File: config.mk
export PLATFORM = sky130hd
export DESIGN_NAME = sine_dds
export DESIGN_NICKNAME = d
export VERILOG_FILES = /design/src/rtl/sine_dds.sv
export SDC_FILE = /design/constraint.sdc
export NUM_CORES = 1
export LEC_CHECK = 0
export ABC_AREA = 0
export BUFFER_PORTS_ARGS = -buffer_cell sky130_fd_sc_hd__buf_2
export CAP_MARGIN = 0
export CORE_MARGIN = 4
export CORE_UTILIZATION = 50
export CTS_CLUSTER_DIAMETER = 60
export DETAILED_ROUTE_END_ITERATION = 12
export PLACE_DENSITY = 0.7
export SLEW_MARGIN = 10
export SYNTH_ARGS = -nofsm -noshare
export SYNTH_HDL_FRONTEND = slang
export SYNTH_SLANG_ARGS = --single-unit
File: constraint.sdc
create_clock -name CLK -period 2.5 [get_ports CLK]
set_input_delay 0.125 -clock CLK [delete_from_list [all_inputs] [get_ports CLK]]
set_output_delay 0.125 -clock CLK [all_outputs]
set_load 0.02 [all_outputs]
File: src/rtl/sine_dds.sv
// Phase-accumulator sine DDS with a pipelined, symmetry-folded quarter-wave
// table; feeds the PWM duty-compare path with two's-complement samples.
module sine_dds #(
  parameter int PHASE_W = 24,
  parameter int ADDR_W  = 8,
  parameter int AMP_W   = 9
) (
  input  logic               CLK,
  input  logic               RST,
  input  logic               EN,
  input  logic               SYNC,
  input  logic [PHASE_W-1:0] FREQ_WORD,
  input  logic [PHASE_W-1:0] PHASE_OFS,
  output logic [AMP_W-1:0]   SINE_OUT,
  output logic               VALID_OUT,
  output logic               WRAP
);

  localparam int QTR = 1 << (ADDR_W - 2);
  localparam int LW  = ADDR_W - 2;
  localparam int IW  = ADDR_W - 1;
  localparam int MW  = AMP_W - 1;

  // Quarter-wave magnitude, round-half-up, evaluated at elaboration
  function automatic logic [MW-1:0] tab_val(input int k);
    real pk;
    real x;
    int  v;
    pk = real'((1 << (AMP_W - 1)) - 1);
    x  = pk * $sin(3.14159265358979323846 * real'(k) / real'(2 * QTR));
    v  = $rtoi(x + 0.5);
    return v[MW-1:0];
  endfunction

  logic [MW-1:0] rom [QTR+1];

  for (genvar k = 0; k <= QTR; k++) begin : g_rom
    assign rom[k] = tab_val(k);
  end

  logic [PHASE_W-1:0] acc_q, acc_d;
  logic               carry_q, carry_d;
  logic [PHASE_W-1:0] p1_q;
  logic               w1_q, v1_q;
  logic [IW-1:0]      idx2_q, idx_d;
  logic               n2_q, w2_q, v2_q;
  logic [MW-1:0]      mag3_q;
  logic               n3_q, w3_q, v3_q;
  logic [AMP_W-1:0]   out_q, out_d;
  logic               vo_q, wo_q;
  logic               launch;
  logic [ADDR_W-1:0]  theta;
  logic [1:0]         quad;
  logic [LW-1:0]      low;
  logic               unused_lo;

  assign launch = EN & ~SYNC;
  assign theta  = p1_q[PHASE_W-1 -: ADDR_W];
  assign quad   = theta[ADDR_W-1 -: 2];
  assign low    = theta[LW-1:0];

  if (PHASE_W > ADDR_W) begin : g_lo
    assign unused_lo = ^p1_q[PHASE_W-ADDR_W-1:0];
  end else begin : g_nolo
    assign unused_lo = 1'b0;
  end

  always_comb begin
    {carry_d, acc_d} = {1'b0, acc_q} + {1'b0, FREQ_WORD};
    idx_d = quad[0] ? (IW'(QTR) - {1'b0, low}) : {1'b0, low};
    out_d = n3_q ? (AMP_W'(0) - {1'b0, mag3_q}) : {1'b0, mag3_q};
  end

  always_ff @(posedge CLK or posedge RST) begin
    if (RST) begin
      acc_q   <= '0;
      carry_q <= 1'b0;
      p1_q    <= '0;
      w1_q    <= 1'b0;
      v1_q    <= 1'b0;
      idx2_q  <= '0;
      n2_q    <= 1'b0;
      w2_q    <= 1'b0;
      v2_q    <= 1'b0;
      mag3_q  <= '0;
      n3_q    <= 1'b0;
      w3_q    <= 1'b0;
      v3_q    <= 1'b0;
      out_q   <= '0;
      vo_q    <= 1'b0;
      wo_q    <= 1'b0;
    end else begin
      if (SYNC) begin
        acc_q   <= '0;
        carry_q <= 1'b0;
      end else if (EN) begin
        acc_q   <= acc_d;
        carry_q <= carry_d;
      end
      v1_q <= launch;
      if (launch) begin
        p1_q <= acc_q + PHASE_OFS;
        w1_q <= carry_q;
      end
      v2_q <= v1_q;
      if (v1_q) begin
        idx2_q <= idx_d;
        n2_q   <= quad[1];
        w2_q   <= w1_q;
      end
      v3_q <= v2_q;
      if (v2_q) begin
        mag3_q <= rom[idx2_q];
        n3_q   <= n2_q;
        w3_q   <= w2_q;
      end
      vo_q <= v3_q;
      wo_q <= v3_q & w3_q;
      if (v3_q) out_q <= out_d;
    end
  end

  assign SINE_OUT  = out_q;
  assign VALID_OUT = vo_q;
  assign WRAP      = wo_q;

endmodule

# --- Word-level counts from Yosys, hierarchy flattened ---
# Memory sizes are Yosys's and may differ from the RTL's. A register that Yosys moved wholly into a read port is not among the register bits.
# Cells that the tools add are included.
op_classes:
  addsub: 4
  n_mux: 6
  bitwise: 4
  reduce_logical: 1
ops:
  columns: ["op", "count"]
  rows:
  - ["$mux 24", 2]
  - ["$add 24x24->25", 1]
  - ["$add 24x24->24", 1]
  - ["$mux 9", 1]
  - ["$sub 1x8->9 const A", 1]
  - ["$not 7->8", 1]
  - ["$mux 7", 1]
  - ["$sub 7x6->7 const A", 1]
  - ["$and 1x1->1", 2]
  - ["$mux 1", 2]
  - ["$reduce_bool 2->1", 1]
  - ["$not 1->1", 1]
totals:
  ff_bits: 75
  rom_bits: 1024
  input_bits: 52
  output_inout_bits: 11
  word_cells: 31
  mem_count: 1
mem_list:
  columns: ["memory", "depth", "width", "rd", "rd_ports_with_merged_regs", "write_ports", "line_no", "text"]
  rows:
  - ["(no name shown)", 128, 8, 1, 1, 0, "113", "mag3_q <= rom[idx2_q];"]

# --- Logic depth before layout (Yosys ltp) ---
logic_depth:
  word_depth: 3
  mapped_depth: 9
  ltp_nobuf: 8

# --- Worst setup path before layout ---
# OpenSTA, ideal clock, no wires.
synth_timing:
  path_kind: "flip-flop to flip-flop"
  start: "register acc_q[0]"
  end: "register acc_q[22]"
  setup_ns: 0.122
  t_arrival_ns: 2.177
  required_ns: 2.378
  setup_slack_ns: 0.201
  stages_incl_launch_ff: 9
  n_path_buf: 0
  synth_period_minus_slack_ns: 2.299
  cell_sequence: "dfrtp_1 > ha_1 > fa_1 > a21oi_1 > o211ai_1 > a22oi_1 > a21oi_1 > or3_1 > a32o_1"
synth_between:
  elab_chain_cells: 3
synth_lines:
  columns: ["element", "line_no", "text"]
  rows:
  - ["from (decl)", "41", "logic [PHASE_W-1:0] acc_q, acc_d;"]
  - ["from (signal assigned)", "76", "acc_q <= '0;"]
  - ["from (signal assigned)", "94", "acc_q <= '0;"]
  - ["from (signal assigned)", "97", "acc_q <= acc_d;"]
  - ["$add 24x24->25", "69", "{carry_d, acc_d} = {1'b0, acc_q} + {1'b0, FREQ_WORD};"]
  - ["$mux 24", "96", "end else if (EN) begin"]
  - ["$mux 24", "93", "if (SYNC) begin"]
# No other way between the ends. The select of a mux whose other input is x is not followed.
# A chain may end at the register's enable or synchronous reset.

# --- Final worst setup path ---
layout_timing:
  start: "register acc_q[4]"
  end: "register acc_q[17]"
# Same word-level chain as after synthesis.

==> reports/results.md <==
## Power and ir drop
- **Seq pwr share** 32.8%
- **Clock power frac** 18.5%
- **cell area power density** 821 nW/um2
- **leakage power of the design** 2.97 nW
- **highest ir drop seen on vdd** 518 uV
- **share of total power in combinational logic** 48.7%
- **switching power as a share of total power** 42.3%
- **Power Internal** 2.98 mW
- **Final Total Pwr** 5.16 mW
- **net switching power** 2.18 mW

## Worst setup path
- **family with the most delay on the worst path** compound AO/OA/AOI/OAI gates
- **Slowest cell on crit path** sky130_fd_sc_hd__a2111oi_1
- **Critical path buffers and inverters** 1
- **Crit. End Element** flop
- **Critical Path RT** 2.76 ns
- **Max FO, Critical Path** 5
- **setup slack of the most critical reg-to-reg path** 0.11 ns
- **r2r worst-path depth** 8
- **data arrival time of the critical path** 2.65 ns
- **Worst Setup Start Kind** flop
- **Reg-to-Reg Start** acc_q[4]
- **Worst Setup Path Type** reg -> reg
- **ordered cell list for the critical path** ha_1 -> a2111oi_1 -> o21ai_2 -> buf_4 -> nand4b_1 -> and3_1 -> o21ai_0 -> a311oi_1
- **biggest cell delay along the critical path** 0.51 ns
- **endpoint of the worst-slack reg-to-reg timing path** acc_q[17]
- **Worst setup startpoint** acc_q[4]

## Final layout
- **# nets final** 816
- **number of inserted diodes** 0
- **layout overhead on the synthesized area** 13.9%
- **share of layout cells above drive strength 1** 17.0%
- **Final Instance Area** 6280 um2

## Synthesis
- **synthesized area** 5520 um2
- **commonest cells in the netlist** sky130_fd_sc_hd__dfrtp_1 (67), sky130_fd_sc_hd__nor2_1 (64), sky130_fd_sc_hd__a21oi_1 (57)
- **async set-or-reset flop fraction in the synthesized netlist** 100%
- **Post-Synthesis Net Count** 752
- **Netlist cell types** 63
- **share of synthesized area occupied by flip-flops and latches** 30.4%
- **leading cell types by total area after synthesis** sky130_fd_sc_hd__dfrtp_1 (30%), sky130_fd_sc_hd__ha_1 (12%), sky130_fd_sc_hd__a21oi_1 (5.2%), sky130_fd_sc_hd__nor2_1 (4.4%), sky130_fd_sc_hd__nand2_1 (3.2%)
- **number of flip-flops and latches in the synthesized netlist** 67
- **top flip-flop cell by instance count after synthesis** sky130_fd_sc_hd__dfrtp_1
- **cells after synthesis** 644
- **most common cell in the synthesized netlist** sky130_fd_sc_hd__dfrtp_1
- **portion of synthesized cell area occupied by the leading cell type** 30.4%
- **Post-synth EDFFs** 0
- **average cell area after synthesis** 8.57 um2
- **count of synthesis-stage warnings from yosys** 0
- **area leader, netlist** sky130_fd_sc_hd__dfrtp_1

## STA
- **number of slew-limit violations in the final report** 0
- **max frequency** 418 MHz
- **final worst-path setup slack** 0.109 ns
- **Final Hold Vio Count** 0
- **Period minus WS final** 2.39 ns
- **worst-case headroom to the max-slew limit** 39.4%
- **fin crit share** 95.7%
- **# setup viols final** 0
- **setup skew after layout** 0.0123 ns
- **Slew @ Worst Pin** 0.907 ns

## Global route
- **number of antenna violations at the first check in global routing** 0
- **vias in the first global route** 4,962
- **wire length of the first global-routing pass** 23,000 um
- **GRT Total Usage** 21.9%
- **final global-route overflow total** 0
- **maximum number of pins on one net before global-route repair** 45

## Routing
- **starting DRC count in detailed routing** 298
- **antenna violation net count after detailed routing** 0
- **total routed wirelength** 13,700 um
- **routed length per instance** 16.0 um
- **vias** 5,071
- **via count normalized by instance count** 5.94
- **router iterations before antenna repair** 5
- **post-detailed-route DRC marker count** 0

## Floorplanning
- **core footprint** 10,800 um2
- **die boundary width** 113 um
- **number of top-level pins** 63
- **Chip Height** 113 um
- **Initial Utilization** 50.9%
- **Die Outline Area** 12,800 um2
- **number of rows in the core area** 38

## Clock tree
- **clock-pin transition on the worst setup and hold timing paths** 0.08 ns
- **H-tree levels** 3
- **Max Root-Sink Buffers** 2
- **clock tree from TritonCTS** built
- **Num Clock Sinks** 67
- **source-to-sink clock delay at the later pin of the worst-skew pair** 0.36 ns
- **CTS Root Buffer Type** sky130_fd_sc_hd__clkbuf_8
- **number of buffers inserted during clock tree synthesis** 9

## Place
- **Worst Setup Slack post-DPL** 0.0599 ns
- **DPL Wire Length** 10,300 um
- **cell area after placement** 6030 um2
- **count of buffers inserted at the top-level ports** 62
- **final estimated routing congestion in global placement** 0.966

## Run status
- **outcome** finished, final reports clean

## Hold path
- **worst min-delay path class** in -> reg
- **worst hold path startpoint** FREQ_WORD[0]
- **Hold Path Stages** 4
- **Hold Path Sink** acc_q[0]

## Flow run
- **max-cap violations** 0

==> stage by stage <==
step	utilization, %	setup TNS, ns	cells	hold WS, ns
2_1_floorplan	-	0	644	0.352
3_3_place_gp	55.6	0	835	0.361
3_5_place_dp	55.6	0	835	0.378
4_1_cts	57.7	0	852	0.150
5_1_grt	58.0	-0.0820	853	0.199
6_report	58.0	0	853	0.165
==> registers in the layout (all words and copies together), names as in the netlist <==
signal,count
mag3_q,8
WRAP,1
w3_q,1
w1_q,1
v3_q,1
idx2_q,7
v2_q,1
carry_q,1
acc_q,24
VALID_OUT,1
w2_q,1
n2_q,1
n3_q,1
v1_q,1
p1_q,8
SINE_OUT,9
==> worst max-delay path by stage <==
| stage | endpoint | slack, ns | cells past startpoint |
|---|---|---|---|
| 2_1_floorplan | acc_q[22] | 0.20 | 8 |
| 3_3_place_gp | acc_q[22] | 0.12 | 9 |
| 6_report | acc_q[17] | 0.11 | 8 |
| 4_1_cts | acc_q[22] | 0.04 | 9 |
| 5_1_grt | acc_q[17] | -0.05 | 8 |
| 3_5_place_dp | acc_q[20] | 0.06 | 9 |
==> cells in the final DEF, fill, tap and decap left out, types with 13 or more instances in the layout <==
cell and n:
sky130_fd_sc_hd__a31oi_1 13, sky130_fd_sc_hd__dfrtp_1 67, sky130_fd_sc_hd__buf_4 21, sky130_fd_sc_hd__nand2_1 47, sky130_fd_sc_hd__mux2i_1 15, sky130_fd_sc_hd__nand2b_1 15
sky130_fd_sc_hd__xor2_1 15, sky130_fd_sc_hd__a21oi_1 56, sky130_fd_sc_hd__buf_2 62, sky130_fd_sc_hd__o21ai_0 30, sky130_fd_sc_hd__nand3_1 15, sky130_fd_sc_hd__nor3_1 15
sky130_fd_sc_hd__inv_1 20, sky130_fd_sc_hd__a21o_1 16, sky130_fd_sc_hd__ha_1 55, sky130_fd_sc_hd__nor2_1 64, sky130_fd_sc_hd__xnor2_1 13
==> logic make-up after synthesis <==
kind of cell | Yosys count | share of synthesized area (%)
AND/OR/NAND/NOR | 212 | 18.8
multiplexers | 26 | 5.78
XOR/XNOR | 28 | 4.45
buffers and inverters | 55 | 3.81
AO/OA/AOI/OAI | 200 | 23.9
adder cells (fa/ha/maj) | 56 | 12.8
flip-flops | 67 | 30.4
==> layout make-up <==
class                   instances  area [um2]
inverters                      24        90.1
clock buffers                  10         138
clock inverters                 6        72.6
fillers                       981        4560
multi-input cells             522        3650
flip-flops and latches         67        1680
repair buffers                 84         478
well taps                     140         175
==> what timing repair did <==
action	4_1_cts	5_1_grt
resized for setup	0	8
hold buffers	1	0
setup endpoints to repair	0	9
endpoints found under the hold margin	41	0
setup buffers	0	1
==> per-layer routing <==
layer	up-vias	GRT usage, %	part of all wire (%)
met3	22	4.39	5.1
met2	136	38.2	50
met4	0	8.01	2.0
met5	-	0	0
met1	2389	26.9	42
li1	2524	-	-
==> tightest hold or removal path, cell delays in order <==
cell and delay [ns]:
sky130_fd_sc_hd__buf_2 0.08, sky130_fd_sc_hd__ha_1 0.12, sky130_fd_sc_hd__mux2i_1 0.06, sky130_fd_sc_hd__nor2_1 0.10
==> power groups by stage <==
stage          sequential [mW]  clock [mW]  combinational [mW]
6_report                  1.69       0.954                2.51
5_1_grt                   1.74        1.04                2.79
4_1_cts                   1.69       0.980                2.48
3_5_place_dp              1.71           0                2.46
3_3_place_gp              1.70           0                2.39
2_1_floorplan             1.65           0                1.88
(Power assumes the default switching activity.)
